**config.mk**
```make
export PLATFORM = sky130hd
export DESIGN_NAME = sha256_msg_padder
export DESIGN_NICKNAME = d
export VERILOG_FILES = /design/src/rtl/sha256_msg_padder.sv
export SDC_FILE = /design/constraint.sdc
export NUM_CORES = 2
export LEC_CHECK = 0
export CORE_MARGIN = 4
export CORE_UTILIZATION = 31
export DETAILED_ROUTE_END_ITERATION = 16
export GPL_TIMING_DRIVEN = 1
export PLACE_DENSITY = 0.64
export REMOVE_ABC_BUFFERS = 1
export SETUP_SLACK_MARGIN = 0.4
export SYNTH_ARGS = -nofsm -noshare
export SYNTH_HDL_FRONTEND = slang
export SYNTH_SLANG_ARGS = --single-unit
```
**constraint.sdc**
```tcl
create_clock -name clk -period 6.4 [get_ports clk]
set_clock_uncertainty 0.2 [all_clocks]
set_input_delay 1.28 -clock clk [delete_from_list [all_inputs] [get_ports clk]]
set_output_delay 1.28 -clock clk [all_outputs]
set_load 0.02 [all_outputs]
```
**src/rtl/sha256_msg_padder.sv**
```systemverilog
// SHA-256 message padder: absorbs a byte stream of announced length and emits
// FIPS 180-4 padded 512-bit blocks plus the block count for the hash core.
module sha256_msg_padder #(
  parameter int LEN_W = 14,
  parameter int N_W   = 8
) (
  input  logic             clk,
  input  logic             rst,
  input  logic             i_start,
  input  logic [LEN_W-1:0] i_len,
  output logic             o_busy,
  output logic             o_err,
  output logic [N_W-1:0]   o_n_blocks,
  input  logic             i_byte_valid,
  input  logic [7:0]       i_byte,
  output logic             o_byte_ready,
  output logic             o_blk_valid,
  output logic [511:0]     o_blk,
  output logic             o_blk_last,
  input  logic             i_blk_ready
);

  typedef enum logic [1:0] {IDLE, ABSORB, PAD, EMIT} state_t;

  state_t             state, state_nxt;
  logic [511:0]       blk;
  logic [6:0]         ptr;
  logic [LEN_W-1:0]   rem;
  logic               pad80;
  logic               last;
  logic [63:0]        bitlen;
  logic               err;
  logic [N_W-1:0]     n_blocks;

  logic [LEN_W:0]     n_sum, n_calc;
  logic               n_over;
  logic               start_ok;
  logic               accept;
  logic [6:0]         ptr_acc;
  logic [LEN_W-1:0]   rem_acc;
  logic [8:0]         wr_lsb;
  logic [6:0]         pad_ptr;
  logic               pad_last;
  logic [511:0]       pad_blk;

  // One spare bit so that N up to 257 is representable and the overflow is visible.
  assign n_sum    = {1'b0, i_len} + (LEN_W+1)'(8);
  assign n_calc   = (n_sum >> 6) + (LEN_W+1)'(1);
  assign n_over   = n_calc > (LEN_W+1)'((1 << N_W) - 1);
  assign start_ok = (state == IDLE) && i_start && !n_over;

  assign o_byte_ready = (state == ABSORB) && (rem != '0) && !ptr[6];
  assign accept       = o_byte_ready && i_byte_valid;
  assign ptr_acc      = ptr + 7'(accept);
  assign rem_acc      = rem - LEN_W'(accept);
  assign wr_lsb       = {~ptr[5:0], 3'b000};

  // Pad step: optional 0x80 at ptr, zero the tail, then length if it still fits.
  always_comb begin
    pad_ptr  = pad80 ? ptr : ptr + 7'd1;
    pad_last = (pad_ptr <= 7'd56);
    pad_blk  = blk;
    for (int k = 0; k < 64; k++) begin
      if (7'(k) >= ptr)
        pad_blk[511-8*k -: 8] = (!pad80 && (7'(k) == ptr)) ? 8'h80 : 8'h00;
    end
    if (pad_last)
      pad_blk[63:0] = bitlen;
  end

  always_ff @(posedge clk) begin
    if (rst) state <= IDLE;
    else     state <= state_nxt;
  end

  always_comb begin
    state_nxt = state;
    case (state)
      IDLE:   if (start_ok) state_nxt = ABSORB;
      ABSORB: begin
        if (ptr_acc == 7'd64)      state_nxt = EMIT;
        else if (rem_acc == '0)    state_nxt = PAD;
      end
      PAD:    state_nxt = EMIT;
      EMIT: begin
        if (i_blk_ready) begin
          if (last)                state_nxt = IDLE;
          else if (rem != '0)      state_nxt = ABSORB;
          else                     state_nxt = PAD;
        end
      end
      default: state_nxt = IDLE;
    endcase
  end

  always_ff @(posedge clk) begin
    if (rst) begin
      blk      <= '0;
      ptr      <= '0;
      rem      <= '0;
      pad80    <= 1'b0;
      last     <= 1'b0;
      bitlen   <= '0;
      err      <= 1'b0;
      n_blocks <= '0;
    end else begin
      err <= (state == IDLE) && i_start && n_over;
      case (state)
        IDLE: begin
          if (start_ok) begin
            n_blocks <= n_calc[N_W-1:0];
            ptr      <= '0;
            rem      <= i_len;
            pad80    <= 1'b0;
            last     <= 1'b0;
            blk      <= '0;
            bitlen   <= {{(61-LEN_W){1'b0}}, i_len, 3'b000};
          end
        end
        ABSORB: begin
          if (accept) blk[wr_lsb +: 8] <= i_byte;
          ptr  <= ptr_acc;
          rem  <= rem_acc;
          last <= 1'b0;
        end
        PAD: begin
          blk   <= pad_blk;
          pad80 <= 1'b1;
          ptr   <= pad_ptr;
          last  <= pad_last;
        end
        EMIT: begin
          if (i_blk_ready) begin
            blk <= '0;
            ptr <= '0;
          end
        end
        default: ;
      endcase
    end
  end

  assign o_busy      = (state != IDLE);
  assign o_err       = err;
  assign o_n_blocks  = n_blocks;
  assign o_blk_valid = (state == EMIT);
  assign o_blk       = blk;
  assign o_blk_last  = last && (state == EMIT);

endmodule

```
---- After elaboration in Yosys (flattened, before gate mapping) ----
Index checks and enable logic that the tools add are counted.
storage, ports and cells
  register bits ........................... 560
  bits of input ports ..................... 27
operators by class
  add/sub/neg operators ................... 6
  order comparisons ....................... 66
  equality and inequality tests ........... 135
  shift operators ......................... 2
  muxes and demuxes ....................... 150
  bitwise logic cells ..................... 1
  reduce and logical (&&, ||, !) cells .... 152
operators with widths
  cell                                                                      number
  512-bit case mux with 4 select lines                                      1
  512-bit two-way mux                                                       3
  8-bit two-way mux                                                         128
  512-bit bitwise mux                                                       1
  8-bit by 11-bit variable shift with 512-bit output, first input constant  1
  8-bit by 11-bit indexed part select with 512-bit output                   1
  4-bit AND reduction                                                       64
  6-bit by 7-bit == test with 1-bit output, first input constant            32
  6-bit by 7-bit >= comparator with 1-bit output, first input constant      32
  2-bit != test, second input constant                                      58
  5-bit by 7-bit == test with 1-bit output, first input constant            16
  5-bit by 7-bit >= comparator with 1-bit output, first input constant      16
  1-bit logical AND                                                         71
  64-bit two-way mux                                                        1
  4-bit by 7-bit == test with 1-bit output, first input constant            8
  4-bit by 7-bit >= comparator with 1-bit output, first input constant      8
  3-bit by 7-bit == test with 1-bit output, first input constant            4
  3-bit by 7-bit >= comparator with 1-bit output, first input constant      4
  14-bit case mux with 2 select lines                                       1
  7-bit case mux with 4 select lines                                        1
  3-bit != test, second input constant                                      8
  7-bit two-way mux                                                         3
  14-bit by 4-bit adder with 15-bit output, second input constant           1
  2-bit by 7-bit == test with 1-bit output, first input constant            2
  other kinds (31)                                                          47

---- Depth between registers and ports, before layout ----
  depth after elaboration ................. 9
  mapped depth ............................ 15

---- Worst setup path after synthesis ----
OpenSTA, ideal clock, no wires.
  path type ............................... input port to flip-flop
  from .................................... in i_len[5]
  to ...................................... reg blk[336], in the netlist o_blk[336]
  library setup time ...................... 59 ps
  arrival ................................. 3,755 ps
  path slack .............................. 2,386 ps
  stages on the path ...................... 13
  path buffers ............................ 2
  path through ............................ and3_1 > clkbuf_1 > nand2_1 > xnor2_1 > ha_1 > nand3_1 > o211ai_1 > o221ai_1 > and3_1 > buf_6 > nand2_1 > nor3b_1 > a22o_1
between the ends
  cells in the longest elaborated chain, start to end .. 7
ends and longest elaborated chain
  what                                                       line  text
  start, declared                                            10    input logic [LEN_W-1:0] i_len,
  14-bit by 4-bit adder with 15-bit output                   47    assign n_sum = {1'b0, i_len} + (LEN_W+1)'(8);
  9-bit by 1-bit adder with 10-bit output                    48    assign n_calc = (n_sum >> 6) + (LEN_W+1)'(1);
  10-bit by 8-bit greater-than comparator with 1-bit output  49    assign n_over = n_calc > (LEN_W+1)'((1 << N_W) - 1);
  1-bit zero test                                            50    assign start_ok = (state == IDLE) && i_start && !n_over;
  1-bit logical AND                                          50
  2-bit != test (no source line)                             n/a
  4-bit AND reduction (no source line)                       n/a
  end signal, assigned by index                              121   if (accept) blk[wr_lsb +: 8] <= i_byte;
  end signal, assigned                                       127   blk <= pad_blk;
  end, declared                                              26    logic [511:0] blk;
No other way between the ends.
A chain may end at the register's enable or synchronous reset.

---- Worst setup path after layout ----
  from .................................... in i_len[3]
  to ...................................... reg blk[128], in the netlist o_blk[128]
The elaborated chain is that of the path after synthesis.

==> out/metrics.csv <==
metric,value,unit
H-tree Lvls,2,
# setup viols final,0,
post-synthesis sequential area ratio,0.468,
layout cell share with drive strength beyond 1,0.0916,
vias per inst,5.74,
antenna violations before repair,0,
flop-to-flop setup slack,1.57,ns
CP arrival,5.33,ns
Total GRT Usage,0.256,
"non-filler cells, final",4227,
CTS-repair resized insts,0,
worst hold path depth,2,
Static Leak,11.3,nW
total wire length,111000,um
sequential cell fraction of total power,0.362,
WL per Instance,26.3,um
CP Data Required Time,6.78,ns
hold path start,o_blk[197]$_SDFFE_PP0P_,
Yosys cell types,88,
synth top area cells,"dfxtp_1 47%, a22o_1 7.6%, nand2_1 5.9%, o2bb2ai_1 3.8%, o21ai_0 3.3%",
Min-Delay Endpoint,o_blk[197]$_SDFFE_PP0P_,
"FF+latch count, synth",560,
dpl hpwl,81600,um
global-route wire length before repair,159000,um
sw power,0.00379,W
I/O pins,552,
Area growth syn-to-layout,37.2,%
clock group share of total power,0.353,
hold buffer count at cts,0,
"Reg clk slew, reported paths",0.06,ns
Crit path largest cell delay,0.70,ns
hold crit path type,reg -> reg,
"Slowest-stage cell, CP",nor3_1,
Max Fclk,202,MHz
CTS sink cnt,560,
crit-path cells,"clkdlybuf4s50_1, and3_1, nand2_1, xnor2_1, ha_1, nand2_1, o21ai_0, o221ai_2, buf_4, o21a_2, buf_12, nand2_1, nor3_1, a22o_1",
Core ar.,0.0762,mm2
most frequent cells in the layout,"559 x dfxtp_1, 550 x clkdlybuf4s50_1, 375 x nand2_1",
crit path max fanout,32,
pre-CTS setup slack,0.895,ns
r2r startpoint,rem[4]$_SDFFE_PP0P_,
maximum vdd drop,0.241,mV
worst-case reg-to-reg path depth,13,
worst-case clock buffer depth,3,
total number of vias,24300,
P_int,0.00661,W
Die Area,0.0817,mm2
final net count,3190,
Die W,286,um
combinational share of power,0.286,
Avg Inst Size Synth,9.13,um2
period utilization,0.774,
Max Cap Viol,0,
WP buf/inv,3,
CTS tree,built,
clk_lat worst skew,0.64,ns
Placed Cells,4116,
Mapped Cells,2621,
clock root cell,clkbuf_16,
number of synthesized flops with an enable pin,0,
# Post-CTS Setup Buffers,0,
Detailed Route Iter0 Violations,2609,
Hold Fails Final Rpt,0,
Final Power,0.0104,W
"commonest non-fill, non-tap cell in the layout",dfxtp_1,
DRT antenna net count,0,
Num CTS Buffers,61,
"area leader, netlist",dfxtp_1,
startpoint type of the worst setup path,primary input,
"Warnings, synthesis",0,
min cycle time layout,4.96,ns
post-route setup TNS,0,ns
Post-Synthesis Cell Area,0.0239,mm2
ANT cells,0,
pwr dens,317,mW/mm2
Pins Over Slew Limit,0,
DRC Markers,0,
Rows,101,
top-area cell type share of the netlist area,0.468,
kind of critical path,in -> reg,
Die Y,286,um
GPL Wtd Cong,1.00,
worst slew pin tran,1.36,ns
switching share of power,0.365,
pin count of the biggest net entering global routing,59,
Port Buf Inserts,551,
GRT overflow,0,
RSZ-0062 raised after global routing,no,
Worst Setup End Kind,register,
cell mode on critical path,nand2_1,
Slew HR,0.0853,
Starting Density,0.314,
Async SR Flop Fraction,0,
outcome,"complete, no violations",
iteration count of the initial detailed-routing pass,8,
"CP delay by family, top",simple AND/OR/NAND/NOR gates,
vias in the first global route,22900,
ys flop type,dfxtp_1,
setup ws final,1.44,ns
reg-to-reg endpoint,state[1]$_SDFFE_PP0P_,
==> flip-flops by register name, indices dropped and copies added, names as in the netlist <==
name	flops
bitlen	14
last	1
o_blk	512
o_err	1
o_n_blocks	8
pad80	1
ptr	7
rem	14
state	2
==> routing by layer <==
metal  share of wire  vias to the layer above  track usage
met4           0.055                        0        0.122
met3            0.11                      298       0.0763
li1                -                    10900            -
met1            0.38                    11700        0.313
met5               0                        -            0
met2            0.46                     1347        0.413
==> how the worst max path moves through the flow <==
stage                        start                 endpoint  slack (ns)  cells after the start
after global placement    i_len[5]  o_blk[128]$_SDFFE_PP0P_        1.05                     14
final                     i_len[3]  o_blk[128]$_SDFFE_PP0P_        1.44                     14
after global routing      i_len[4]  o_blk[129]$_SDFFE_PP0P_        1.25                     14
after floorplan           i_len[5]  o_blk[128]$_SDFFE_PP0P_        0.67                     11
after CTS                 i_len[3]  o_blk[128]$_SDFFE_PP0P_        1.57                     14
after detailed placement  i_len[3]  o_blk[128]$_SDFFE_PP0P_        0.89                     14
==> power by group through the flow <==
stage / logic, W / registers [W] / clock network [W]
finish: 0.00297 / 0.00376 / 0.00367
global route: 0.00316 / 0.00378 / 0.00386
CTS: 0.00293 / 0.00376 / 0.00372
detailed placement: 0.00292 / 0.00383 / 0
global placement: 0.00290 / 0.00383 / 0
floorplan: 0.00163 / 0.00390 / 0
==> area by class of cell <==
class,count,area (um2)
flip-flops and latches,560,11200
fillers,7498,43400
multi-input cells,1846,11900
inverters,36,135
repair buffers,644,6230
well taps,1030,1290
clock inverters,30,382
clock buffers,81,1680
==> per-stage QoR <==
stage                     hold slack [ns]  utilization  instance area [um2]
after floorplan                     0.230            -                23200
after global placement              0.234        0.404                30800
after detailed placement            0.242        0.404                30800
after CTS                           0.256        0.431                32800
after global routing                0.270        0.431                32800
final                               0.251        0.431                32800
==> worst register-to-register path, cell delays in order, from the launching register on <==
cell	delay [ns]
dfxtp_1	0.38
or4_4	0.59
or4_4	0.47
o41a_4	0.46
and2_1	0.24
ha_1	0.27
ha_1	0.28
and3_1	0.23
and3_1	0.15
o311ai_0	0.69
o311ai_0	0.40
nand2_1	0.19
o21ai_0	0.10
a21oi_1	0.12
==> Yosys cell counts (all sizes together), types with 10 or more instances <==
cell and number:
dfxtp 560, nand2 375, a22o 207, nor2 190, a21oi 166, o21ai 165
clkbuf 138, o2bb2ai 104, nor3 63, nand3 50, a32o 47, mux2i 47
buf 41, a31oi 36, inv 35, a2bb2o 27, a211oi 26, and3 21
nor2b 21, o32ai 21, and2 16, nor4 16, o211ai 15, o22ai 15
ha 14, nor3b 14, a311oi 12, o21a 11, xnor2 11, nand4 10
or3 10
==> cell families (layout without fill, tap and decap cells) <==
family                     count (synthesis)  after routing  synth area share
xor gates and xnor gates                  16             16           0.00585
DFF                                      560            560             0.468
and+or+nand+nor                          828            828             0.157
adders and majority gates                 14             14           0.00732
buffers and inverters                    215            791            0.0369
muxes                                     53             53            0.0225
AOI/OAI and AO/OA                        935            935             0.302
(Power assumes the default switching activity.)
